**config.mk**
```make
export PLATFORM = sky130hd
export DESIGN_NAME = alu_mc
export DESIGN_NICKNAME = d
export VERILOG_FILES = /design/src/rtl/alu_pkg.sv /design/src/rtl/alu_mul_iter.sv /design/src/rtl/alu_mc.sv
export SDC_FILE = /design/constraint.sdc
export NUM_CORES = 1
export LEC_CHECK = 0
export ABC_CLOCK_PERIOD_IN_PS = 7450
export CORE_UTILIZATION = 60
export DETAILED_ROUTE_END_ITERATION = 16
export PLACE_DENSITY = 0.82
export SYNTH_ARGS = -nofsm -noshare
export SYNTH_HDL_FRONTEND = slang
export SYNTH_SLANG_ARGS = --single-unit
```
**constraint.sdc**
```tcl
create_clock -name clk -period 7.45 [get_ports clk]
set_input_delay 1.1175 -clock clk [delete_from_list [all_inputs] [get_ports clk]]
set_output_delay 1.1175 -clock clk [all_outputs]
set_load 0.05 [all_outputs]
```
**src/rtl/alu_pkg.sv**
```systemverilog
// alu_pkg: shared definitions for the multi-cycle ALU.
//   - op-code localparams
//   - flag bit indices inside the 5-bit {N,Z,C,V,Q} flag vector
//   - FSM state type
//   - sat_add: signed-overflow / clamp-direction detection for a two's-complement add
package alu_pkg;

    localparam logic [3:0] OP_ADD  = 4'b0000;
    localparam logic [3:0] OP_SUB  = 4'b0001;
    localparam logic [3:0] OP_AND  = 4'b0010;
    localparam logic [3:0] OP_ORR  = 4'b0011;
    localparam logic [3:0] OP_MUL  = 4'b0100;
    localparam logic [3:0] OP_MLA  = 4'b0101;
    localparam logic [3:0] OP_EOR  = 4'b0110;
    localparam logic [3:0] OP_MVN  = 4'b0111;
    localparam logic [3:0] OP_QADD = 4'b1000;
    localparam logic [3:0] OP_QSUB = 4'b1001;

    localparam int FLG_N = 4;
    localparam int FLG_Z = 3;
    localparam int FLG_C = 2;
    localparam int FLG_V = 1;
    localparam int FLG_Q = 0;

    typedef enum logic [1:0] {
        ST_IDLE = 2'd0,
        ST_MUL  = 2'd1,
        ST_HOLD = 2'd2
    } state_t;

    typedef struct packed {
        logic ovf;  // signed overflow occurred
        logic neg;  // clamp towards the most negative value
    } sat_t;

    // Works on sign bits only so it is width independent. For a subtract,
    // pass the sign of the inverted second operand (a + ~b + 1).
    function automatic sat_t sat_add(input logic a_msb, input logic b_msb, input logic sum_msb);
        sat_t r;
        r.ovf = (a_msb == b_msb) && (sum_msb != a_msb);
        r.neg = a_msb;
        return r;
    endfunction

endpackage

```
**src/rtl/alu_mul_iter.sv**
```systemverilog
// alu_mul_iter: iterative shift-add multiplier, MUL_STEP multiplier bits per cycle.
// Ports:
//   clk, reset (async active-low)
//   start      - load operands (acc = mla ? c : 0, mcand = a, mplier = b)
//   mla, a, b, c
//   done       - high in the cycle whose rising edge retires the last step
//   product    - accumulator value after the current step (valid with done)
module alu_mul_iter #(
    parameter int WIDTH    = 32,
    parameter int MUL_STEP = 2
) (
    input  logic             clk,
    input  logic             reset,
    input  logic             start,
    input  logic             mla,
    input  logic [WIDTH-1:0] a,
    input  logic [WIDTH-1:0] b,
    input  logic [WIDTH-1:0] c,
    output logic             done,
    output logic [WIDTH-1:0] product
);
    localparam int N  = WIDTH / MUL_STEP;
    localparam int CW = (N > 2) ? $clog2(N) : 1;

    logic [WIDTH-1:0] acc_reg;
    logic [WIDTH-1:0] mcand_reg;
    logic [WIDTH-1:0] mplier_reg;
    logic [CW-1:0]    cnt_reg;
    logic             busy_reg;
    logic [WIDTH-1:0] acc_next;
    logic [WIDTH-1:0] pp_terms [MUL_STEP];

    // One gated, shifted copy of mcand per retired multiplier bit.
    generate
        for (genvar gi = 0; gi < MUL_STEP; gi++) begin : g_pp
            assign pp_terms[gi] = mplier_reg[gi] ? (mcand_reg << gi) : '0;
        end
    endgenerate

    always_comb begin
        acc_next = acc_reg;
        for (int i = 0; i < MUL_STEP; i++) begin
            acc_next = acc_next + pp_terms[i];
        end
    end

    always_ff @(posedge clk or negedge reset) begin
        if (!reset) begin
            acc_reg    <= '0;
            mcand_reg  <= '0;
            mplier_reg <= '0;
            cnt_reg    <= '0;
            busy_reg   <= 1'b0;
        end else if (start) begin
            acc_reg    <= mla ? c : '0;
            mcand_reg  <= a;
            mplier_reg <= b;
            cnt_reg    <= CW'(N - 1);
            busy_reg   <= 1'b1;
        end else if (busy_reg) begin
            acc_reg    <= acc_next;
            mcand_reg  <= mcand_reg << MUL_STEP;
            mplier_reg <= mplier_reg >> MUL_STEP;
            if (cnt_reg == '0) begin
                busy_reg <= 1'b0;
            end else begin
                cnt_reg <= cnt_reg - 1'b1;
            end
        end
    end

    assign done    = busy_reg & (cnt_reg == '0);
    assign product = acc_next;

endmodule

```
**src/rtl/alu_mc.sv**
```systemverilog
// alu_mc: multi-cycle ALU with valid/ready handshake and sticky saturation bit.
// Ports:
//   clk, reset (async active-low)
//   in_valid/in_ready, a, b, c, op     - operation request
//   out_valid/out_ready, result, flags - registered result and {N,Z,C,V,Q}
//   q_sticky, q_clear                  - OR of Q over consumed results, sync clear
import alu_pkg::*;

module alu_mc #(
    parameter int WIDTH    = 32,
    parameter int MUL_STEP = 2
) (
    input  logic             clk,
    input  logic             reset,
    input  logic             in_valid,
    output logic             in_ready,
    input  logic [WIDTH-1:0] a,
    input  logic [WIDTH-1:0] b,
    input  logic [WIDTH-1:0] c,
    input  logic [3:0]       op,
    output logic             out_valid,
    input  logic             out_ready,
    output logic [WIDTH-1:0] result,
    output logic [4:0]       flags,
    output logic             q_sticky,
    input  logic             q_clear
);
    localparam logic [WIDTH-1:0] SAT_MAX = {1'b0, {(WIDTH-1){1'b1}}};
    localparam logic [WIDTH-1:0] SAT_MIN = {1'b1, {(WIDTH-1){1'b0}}};

    state_t           state_reg, state_next;
    logic             accept, is_mul, mul_start, mul_done;
    logic [WIDTH-1:0] mul_product;
    logic [WIDTH-1:0] result_reg;
    logic [4:0]       flags_reg;
    logic             q_sticky_reg;

    logic [WIDTH:0]   sum_add, sum_sub;
    sat_t             ov_add, ov_sub;
    logic [WIDTH-1:0] alu_res;
    logic             alu_c, alu_v, alu_q;
    logic [4:0]       alu_flags;

    assign is_mul = (op == OP_MUL) || (op == OP_MLA);
    assign accept = in_valid & in_ready;

    // ---------------- single-cycle datapath ----------------
    assign sum_add = {1'b0, a} + {1'b0, b};
    assign sum_sub = {1'b0, a} + {1'b0, ~b} + {{WIDTH{1'b0}}, 1'b1};
    assign ov_add  = sat_add(a[WIDTH-1], b[WIDTH-1], sum_add[WIDTH-1]);
    assign ov_sub  = sat_add(a[WIDTH-1], ~b[WIDTH-1], sum_sub[WIDTH-1]);

    always_comb begin
        alu_res = '0;
        alu_c   = 1'b0;
        alu_v   = 1'b0;
        alu_q   = 1'b0;
        case (op)
            OP_ADD: begin
                alu_res = sum_add[WIDTH-1:0];
                alu_c   = sum_add[WIDTH];
                alu_v   = ov_add.ovf;
            end
            OP_SUB: begin
                alu_res = sum_sub[WIDTH-1:0];
                alu_c   = sum_sub[WIDTH];
                alu_v   = ov_sub.ovf;
            end
            OP_AND: alu_res = a & b;
            OP_ORR: alu_res = a | b;
            OP_EOR: alu_res = a ^ b;
            OP_MVN: alu_res = ~b;
            OP_QADD: begin
                alu_res = ov_add.ovf ? (ov_add.neg ? SAT_MIN : SAT_MAX) : sum_add[WIDTH-1:0];
                alu_q   = ov_add.ovf;
            end
            OP_QSUB: begin
                alu_res = ov_sub.ovf ? (ov_sub.neg ? SAT_MIN : SAT_MAX) : sum_sub[WIDTH-1:0];
                alu_q   = ov_sub.ovf;
            end
            default: alu_res = '0;  // undefined ops: result 0, so flags read 01000
        endcase
        alu_flags        = '0;
        alu_flags[FLG_N] = alu_res[WIDTH-1];
        alu_flags[FLG_Z] = (alu_res == '0);
        alu_flags[FLG_C] = alu_c;
        alu_flags[FLG_V] = alu_v;
        alu_flags[FLG_Q] = alu_q;
    end

    // ---------------- multiplier ----------------
    alu_mul_iter #(
        .WIDTH    (WIDTH),
        .MUL_STEP (MUL_STEP)
    ) u_mul (
        .clk     (clk),
        .reset   (reset),
        .start   (mul_start),
        .mla     (op == OP_MLA),
        .a       (a),
        .b       (b),
        .c       (c),
        .done    (mul_done),
        .product (mul_product)
    );

    // ---------------- FSM ----------------
    always_ff @(posedge clk or negedge reset) begin
        if (!reset) begin
            state_reg <= ST_IDLE;
        end else begin
            state_reg <= state_next;
        end
    end

    always_comb begin
        state_next = state_reg;
        case (state_reg)
            ST_IDLE, ST_HOLD: begin
                if (accept) begin
                    state_next = is_mul ? ST_MUL : ST_HOLD;
                end else if (state_reg == ST_HOLD && out_ready) begin
                    state_next = ST_IDLE;
                end
            end
            ST_MUL: begin
                if (mul_done) begin
                    state_next = ST_HOLD;
                end
            end
            default: state_next = ST_IDLE;
        endcase
    end

    always_comb begin
        in_ready  = (state_reg == ST_IDLE) || ((state_reg == ST_HOLD) && out_ready);
        out_valid = (state_reg == ST_HOLD);
        mul_start = accept & is_mul;
    end

    // ---------------- result / flag / sticky registers ----------------
    always_ff @(posedge clk or negedge reset) begin
        if (!reset) begin
            result_reg   <= '0;
            flags_reg    <= '0;
            q_sticky_reg <= 1'b0;
        end else begin
            if (accept && !is_mul) begin
                result_reg <= alu_res;
                flags_reg  <= alu_flags;
            end else if (mul_done) begin
                result_reg <= mul_product;
                flags_reg  <= {mul_product[WIDTH-1], (mul_product == '0), 3'b000};
            end
            // Setting on consume takes priority over a simultaneous clear.
            if (out_valid && out_ready && flags_reg[FLG_Q]) begin
                q_sticky_reg <= 1'b1;
            end else if (q_clear) begin
                q_sticky_reg <= 1'b0;
            end
        end
    end

    assign result   = result_reg;
    assign flags    = flags_reg;
    assign q_sticky = q_sticky_reg;

endmodule

```
# Word-level counts from Yosys, hierarchy flattened
# Index checks and enable logic that the tools add are counted.
# totals
output_inout_bits,40
word_cells,93
reg_bits,141
# classes
addsub,6
reduce_logical,19
eq_ne,18
n_mux,33
bitwise,8
# op_table
cell,count
two-way mux 32 bit,14
one-hot mux 32 bit (8 select lines),1
adder 32 x 32 -> 33 bit,2
adder 32 bit,2
logical NOT 32 bit,2
"adder 33 x 1 -> 33 bit, second input constant",1
AND 32 bit,1
inverter 32 bit,1
bitwise OR 32 bit,1
XOR 32 bit,1
"equality test 4 x 3 -> 1 bit, second input constant",4
two-way mux 4 bit,3
two-way mux 5 bit,2
"equality test 4 x 2 -> 1 bit, second input constant",2
"equality test 4 bit, second input constant",2
logical NOT 4 bit,2
two-way mux 2 bit,4
one-hot mux 1 bit (2 select lines),3
nonzero test 2 bit,3
logical AND 1 bit,5
two-way mux 1 bit,5
"equality test 4 x 1 -> 1 bit, second input constant",1
"!= test 2 bit, second input constant",2
one-hot mux 2 bit (2 select lines),1
13 further kinds,19

# Logic depth before layout (Yosys ltp)
# Gate-level depths: netlist of run 1.
# depth
depth_word,9
mapped_depth,19

# Hierarchy
# From an unflattened synthesis of run 1, not the netlist that was laid out.
# hier_totals
hier_cells,1867
hier_area_um2,14968.1
# by_module_without_submodules
mod,area_each_um2,seq_area_each_um2,instances,cells_each
alu_mc,7584.8,975.9,1,1078
alu_mul_iter,7383.3,2527.4,1,789

# Worst setup path after synthesis of run 1
# OpenSTA, ideal clock, no wires.
# synth_timing
path_type,input port to flip-flop
startpoint,input a[20]
endpoint,"register flags_reg[3], in the netlist flags[3]"
stages,15
t_required_ps,7384
arrival_time_ps,4387
path_buffers,1
setup_slack_ps,2998
setup_time_ps,66
path_cell_list,inv_1 ha_1 clkbuf_1 or4_1 nor3_2 and4_1 o31ai_4 and4_1 or3_4 a221oi_2 o21ai_1 a2111oi_2 nand4_1 nor4bb_1 a31o_1
# synth_via
elab_chain_cells,8
word_cells_on_any_way,15
classes_between,add/sub (3); eq/ne (2); mux (4); bitwise (3); reduce/logical (3)
# synth_rtl
item,line,text
"start, declared",alu_mc.sv:17,"input logic [WIDTH-1:0] a,"
adder 32 x 32 -> 33 bit,alu_mc.sv:49,"assign sum_sub = {1'b0, a} + {1'b0, ~b} + {{WIDTH{1'b0}}, 1'b1};"
adder 33 x 1 -> 33 bit,alu_mc.sv:49,
!= test 1 bit,alu_pkg.sv:40,r.ovf = (a_msb == b_msb) && (sum_msb != a_msb);
logical AND 1 bit,alu_pkg.sv:40,
two-way mux 32 bit,alu_mc.sv:78,alu_res = ov_sub.ovf ? (ov_sub.neg ? SAT_MIN : SAT_MAX) : sum_sub[WIDTH-1:0];
one-hot mux 32 bit (8 select lines) *,alu_mc.sv:58,case (op)
logical NOT 32 bit *,alu_mc.sv:85,alu_flags[FLG_Z] = (alu_res == '0);
two-way mux 5 bit *,alu_mc.sv:148,if (accept && !is_mul) begin
"end signal, assigned",alu_mc.sv:150,flags_reg <= alu_flags;
"end signal, assigned",alu_mc.sv:153,"flags_reg <= {mul_product[WIDTH-1], (mul_product == '0), 3'b000};"
"end, declared",alu_mc.sv:35,logic [4:0] flags_reg;
# Mark *: on every way between the ends. The rest lies on a longest branch, timed or not.
# A chain may end at the register's enable or synchronous reset.

# Worst setup path in the final report of run 1
# layout_timing
startpoint,input a[22]
endpoint,"register flags_reg[3], in the netlist flags[3]"
# Same word-level chain as after synthesis.

==> impl_metrics.yaml, run 1 <==
synthesis:
  ys_seq_area_frac: 0.2274
  netlist_instances: 2018
  syn-cell-area_mm2: 0.01541
  synth_fp_nets: 2286
  async_flop_share: 1.000
  synth-seq-cells: 140
  synth_ff_type: "dfrtp_1"
  syn_area_per_cell_um2: 7.634
  ys_warn_count: 0
  yosysTopAreaCell: "dfrtp_1"
  synth.top_cells.by_area: "dfrtp_1 23%, ha_1 11%, mux2i_1 7.1%"
  synth_top_area_frac: 0.2274
  synth.most_common_cell: "nand2_1"
  synth_top_cells_by_count: "226 x nand2_1, 217 x inv_1, 192 x a21oi_1, 163 x nor2_1, 140 x dfrtp_1"
  synth_edf_count: 0
  synth_cell_type_count: 84
critical_path:
  critical_path.cell_chain: "clkdlybuf4s50_1, inv_1, ha_1, inv_1, a21oi_1, o31ai_1, o31ai_2, a311oi_1, nor2_1, o221ai_1, nor4b_1, nand4_1, nor4_1, and4_1, a31o_1"
  critical_path_required_ps: 7810
  arrival_ps: 7440
  r2r_cells: 16
  worst-path-max-fanout: 11
  regToRegSetupSlack_ps: 1480
  max_stage_delay_ps: 1340
  cpMostUsedCell: "inv_1"
  cp_num_buf_inv: 3
  criticalPathCategory: "input port to register"
  cp-end-kind: "register"
  cp_top_family: "simple AND/OR/NAND/NOR gates"
  r2r_start: "u_mul.mplier_reg[0]"
  rr_endpoint: "flags[3]"
  crit_slowest_cell: "nor4b_1"
  crit_path_start_kind: "input port"
place:
  place_hpwl_um: 42230
  routabilityCongestion: 0.9786
  dp.cells: 2389
  port_buffers: 144
sta:
  fin_crit_ps: 7075
  fin_crit_sh: 0.9497
  whs_ps: 513.2
  report.final.slew_viol_count: 3
  rsz0062_at_grt: "no"
  max_freq_ghz: 0.1413
  relSlewSlack: -0.06438
  tightest_slew_ps: 1574
  hold_viol: 0
  setup_tns_ps: 0
  finClkSkew_ps: 19.91
  setup_violations: 0
layout:
  postLayoutCoreUtil: 0.6945
  fin_nets: 2346
  areaGrowthSynthToFinish_pct: 13.52
  instances_no_fill: 2421
  drive_above_1_share: 0.04495
  fillers: 2098
  antenna_cells: 0
clock_network:
  cts_tree: "done"
  clkLatencyLatePin_ps: 440
  clk_path_buf_depth: 2
  clock-sinks: 140
  post_cts_buffers: 0
  root_buffer: "clkbuf_16"
  cts_buffers: 17
  postCtsHoldBufs: 0
  ctsResizeCount: 0
  htree_num_levels: 4
  path_clk_slew_ps: 70
grt:
  track_usage: 0.4185
  grt_pass1_vias: 15209
  antenna_found_initial: 0
  grt_pass1_wl_um: 84830
  gr-total-overflow: 0
  grt_start_max_net_pins: 79
min_path:
  hold_class: "register to register"
  worstHoldEndpoint: "q_sticky"
  hp-start: "q_sticky"
  min_path_cells: 1
floorplanning:
  fp.dieH_um: 162.2
  initial_core_util: 0.6118
  die_x_um: 162.2
  core_mm2: 0.02518
  ios: 145
  num_rows: 58
  dieArea_mm2: 0.02632
route:
  viasPerCell: 6.558
  drtIter0Drc: 1872
  drt-total-wl_um: 55050
  dr.pass1.iters: 7
  wl_per_cell_um: 22.74
  drc: 0
  drtAntennaViolNets: 0
  vias: 15878
power:
  p_leak_uw: 0.008106
  fin_total_pwr_uw: 7159
  pwr_density_cell_mw_per_mm2: 409.3
  vdd_drop_max_v: 0.0004433
outcome:
  outcome: "finished, violations left"
  violations: "max-capacitance violations, max-slew violations"
job:
  maxCapViolCount: 1
[layout by cell type (no fill, tap or decap), types with 51 or more instances in the layout]
| master | count |
|---|---|
| a21oi_1 | 191 |
| dfrtp_1 | 139 |
| ha_1 | 130 |
| inv_1 | 217 |
| nand2_1 | 226 |
| o21ai_0 | 122 |
| nand3_1 | 51 |
| mux2i_1 | 110 |
| clkdlybuf4s50_1 | 142 |
| nor2_1 | 162 |
[worst max-delay path by stage]
| stage | startpoint | to | slack [ps] | cells past startpoint |
|---|---|---|---|---|
| floorplan | a[20] | flags[3] | 3000 | 15 |
| global placement | a[22] | flags[3] | 260 | 15 |
| detailed placement | a[22] | flags[3] | 260 | 15 |
| CTS | a[22] | flags[3] | 660 | 15 |
| global route | a[22] | flags[3] | 310 | 15 |
| finish | a[22] | flags[3] | 370 | 15 |
[worst register-to-register path, delay by kind of cell, from the launching register on]
kind	cells	cell delay (ps)
XOR/XNOR	1	430
adder cells (fa/ha/maj)	2	880
flip-flops	1	1170
AND/OR/NAND/NOR	6	1760
buffers and inverters	1	60
AO/OA/AOI/OAI	6	1600
[kinds of logic (layout without fill, tap and decap cells)]
logic type | Yosys count | in the layout | share of synthesized area
fa+ha+maj | 163 | 163 | 0.1485
compound gates | 581 | 581 | 0.2428
flops | 140 | 140 | 0.2274
buf+inv | 339 | 412 | 0.08430
simple gates | 615 | 615 | 0.1848
xor+xnor | 64 | 64 | 0.03638
mux | 116 | 116 | 0.07585
[layout make-up]
type	count	area [µm²]	area share
multi-input cells	1539	10620	0.6072
flip-flops and latches	140	3507	0.2005
repair buffers	160	1560	0.08921
inverters	220	825.8	0.04722
clock buffers	18	439.2	0.02511
well taps	330	412.9	0.02361
clock inverters	14	123.9	0.007083
[per-layer routing]
layer | track usage | share of wire | vias to the layer above | wire, µm
met5 | 0 | 0 | - | 0
met4 | 0.1458 | 0.034 | 0 | 1879
met3 | 0.08299 | 0.097 | 154 | 5332
met2 | 0.6638 | 0.45 | 871 | 24690
met1 | 0.5660 | 0.42 | 7650 | 23140
li1 | - | - | 7203 | -
[power breakdown]
group | switching, µW | total [µW] | internal [µW]
Sequential | 386 | 1500 | 1120
Combinational | 2970 | 4800 | 1830
Clock | 405 | 853 | 448
[through the flow]
step,setup WS (ps),area (µm²)
after floorplan,2998,15410
after global placement,261.3,16930
after detailed placement,264.0,16930
after CTS,660.7,17490
after global routing,309.0,17490
final,374.8,17490
No activity file was read; power rests on OpenSTA's default activity.
==> inputs of run 2 (changes only) <==
--- a/config.mk
+++ b/config.mk
@@ -7,8 +7,10 @@
 export LEC_CHECK = 0
 export ABC_CLOCK_PERIOD_IN_PS = 7450
 export CORE_UTILIZATION = 60
+export CTS_CLUSTER_DIAMETER = 50
 export DETAILED_ROUTE_END_ITERATION = 16
 export PLACE_DENSITY = 0.82
+export SLEW_MARGIN = 20
 export SYNTH_ARGS = -nofsm -noshare
 export SYNTH_HDL_FRONTEND = slang
 export SYNTH_SLANG_ARGS = --single-unit
==> run 2 against run 1 <==
Net effect:
- the run now ends clean
- worst setup slack better by 660 ps
- clock skew up 2.6 ps
- combinational power about the same
- critical path depth unchanged
- non-clock buffer count unchanged
- flip-flop and latch count unchanged
- clock power up 4.6%
- register-to-register slack better by 390 ps
- design area up 0.26%
- core utilization up 0.18 points
- sequential power about the same
==> impl_metrics.yaml, run 2 (synthesis results as in run 1) <==
power:
  p_leak_uw: 0.008122
  pwr_density_cell_mw_per_mm2: 410.5
  p_int_uw: 3434
  clkPwrFrac: 0.124
  vdd_drop_max_v: 0.0004383
  p_switching_uw: 3765
  pwr-share-seq: 0.209
  netSwitchingFraction: 0.5230
  combPwrFrac: 0.667
sta:
  hold_viol: 0
  report.final.slew_viol_count: 0
  setup_violations: 0
  fin_crit_ps: 6411
  fin_crit_sh: 0.8606
  tightest_slew_ps: 1302
  rsz0062_at_grt: "no"
  max_freq_ghz: 0.1560
  relSlewSlack: 0.1092
  finClkSkew_ps: 22.56
  setup_tns_ps: 0
critical_path:
  r2r_cells: 16
  cp-end-kind: "register"
  arrival_ps: 6770
  worst-path-max-fanout: 11
  crit_path_start_kind: "input port"
  criticalPathCategory: "input port to register"
  crit_slowest_cell: "a2111oi_0"
  cpMostUsedCell: "inv_1"
  critical_path_required_ps: 7810
  max_stage_delay_ps: 1100
  critical_path.cell_chain: "clkdlybuf4s50_1, inv_1, ha_1, inv_1, a21oi_1, o31ai_1, o31ai_2, a41oi_1, o21a_1, a2111oi_0, and2_1, nand4_1, nor4_1, and4_1, a31o_1"
  regToRegSetupSlack_ps: 1870
layout:
  final_common_cell: "nand2_1"
  multi_input_area_mm2: 0.01064
  mostFrequentLayoutCells: "226 x nand2_1, 217 x inv_1, 191 x a21oi_1, 162 x nor2_1, 142 x clkdlybuf4s50_1"
  instances_no_fill: 2421
  antenna_cells: 0
  fin_nets: 2346
  drive_above_1_share: 0.04687
  seqCellArea_mm2: 0.003508
  fillers: 2087
  areaGrowthSynthToFinish_pct: 13.82
  postLayoutCoreUtil: 0.6964
place:
  port_buffers: 144
  place_hpwl_um: 42350
  routabilityCongestion: 0.9786
  dp.cells: 2389
grt:
  track_usage: 0.4231
  grt_pass1_vias: 15341
  gr-total-overflow: 0
  grt_pass1_wl_um: 85790
  grt_start_max_net_pins: 79
  antenna_found_initial: 0
floorplanning:
  dieArea_mm2: 0.02632
  core_mm2: 0.02518
  num_rows: 58
  die_x_um: 162.2
  ios: 145
  fp.dieH_um: 162.2
  initial_core_util: 0.6118
clock_network:
  path_clk_slew_ps: 70
  cts_buffers: 17
  clock-sinks: 140
  postCtsHoldBufs: 0
  ctsResizeCount: 0
  cts_tree: "done"
  root_buffer: "clkbuf_16"
  clkLatencyLatePin_ps: 440
  htree_num_levels: 4
  post_cts_buffers: 0
  clk_path_buf_depth: 2
route:
  dr.pass1.iters: 8
  drtAntennaViolNets: 0
  drt-total-wl_um: 55430
  wl_per_cell_um: 22.90
  vias: 15936
  drtIter0Drc: 1851
  drc: 0
  viasPerCell: 6.582
min_path:
  min_path_cells: 1
  hold_class: "register to register"
outcome:
  outcome: "complete, no violations"
job:
  maxCapViolCount: 0
run 2: routing by layer:
metal,global-route usage,part of all wire,vias to the layer above
met5,0,0,-
met4,0.1548,0.036,0
met3,0.07661,0.10,166
met2,0.6622,0.45,947
met1,0.5813,0.42,7613
li1,-,-,7210
run 2: metrics by stage:
| step | setup WS, ps | total power, µW | hold slack, ps | cell area, µm² |
|---|---|---|---|---|
| floorplan | 2998 | 4767 | 468.5 | 15410 |
| global placement | 261.3 | 5995 | 475.4 | 16930 |
| detailed placement | 816.7 | 6155 | 484.6 | 16940 |
| CTS | 1225 | 7075 | 504.4 | 17530 |
| global route | 928.5 | 7644 | 523.2 | 17540 |
| finish | 1039 | 7199 | 515.2 | 17540 |
run 2: worst paths after layout:
path / to / start
min reg2reg: q_sticky / q_sticky
max reg2reg: flags[3] / u_mul.mplier_reg[0]
max in group asynchronous: u_mul.mcand_reg[16] / reset
max: flags[3] / a[22]
min: q_sticky / q_sticky
min in group asynchronous: u_mul.mcand_reg[1] / reset
run 2: final cells by class:
type | count | share of cell area
Clock buffer | 18 | 0.02504
Multi-Input combinational cell | 1539 | 0.6068
Sequential cell | 140 | 0.2001
Tap cell | 330 | 0.02355
Clock inverter | 14 | 0.008491
Inverter | 220 | 0.04709
Timing Repair Buffer | 160 | 0.08898
run 2: power by group through the flow:
stage / clock [µW] / sequential (µW) / combinational [µW]
4_1_cts: 889 / 1480 / 4700
5_1_grt: 924 / 1530 / 5190
6_report: 892 / 1500 / 4800
2_1_floorplan: 0 / 1560 / 3200
3_3_place_gp: 0 / 1480 / 4510
3_5_place_dp: 0 / 1490 / 4660
run 2: critical path, delay by kind of cell:
kind                       cells  cell delay [ps]
AOI/OAI and AO/OA              7             3120
buffers and inverters          3             1030
and+or+nand+nor                4              890
adders and majority gates      1              590
==> inputs of run 3 (changes only) <==
--- a/config.mk
+++ b/config.mk
@@ -6,10 +6,12 @@
 export NUM_CORES = 1
 export LEC_CHECK = 0
 export ABC_CLOCK_PERIOD_IN_PS = 7450
+export CAP_MARGIN = 20
 export CORE_UTILIZATION = 60
 export CTS_CLUSTER_DIAMETER = 50
 export DETAILED_ROUTE_END_ITERATION = 16
 export PLACE_DENSITY = 0.82
+export SETUP_SLACK_MARGIN = 0.2
 export SLEW_MARGIN = 20
 export SYNTH_ARGS = -nofsm -noshare
 export SYNTH_HDL_FRONTEND = slang
==> results of run 3 <==
The final DEF is identical to that of run 2; final timing and power are the same.
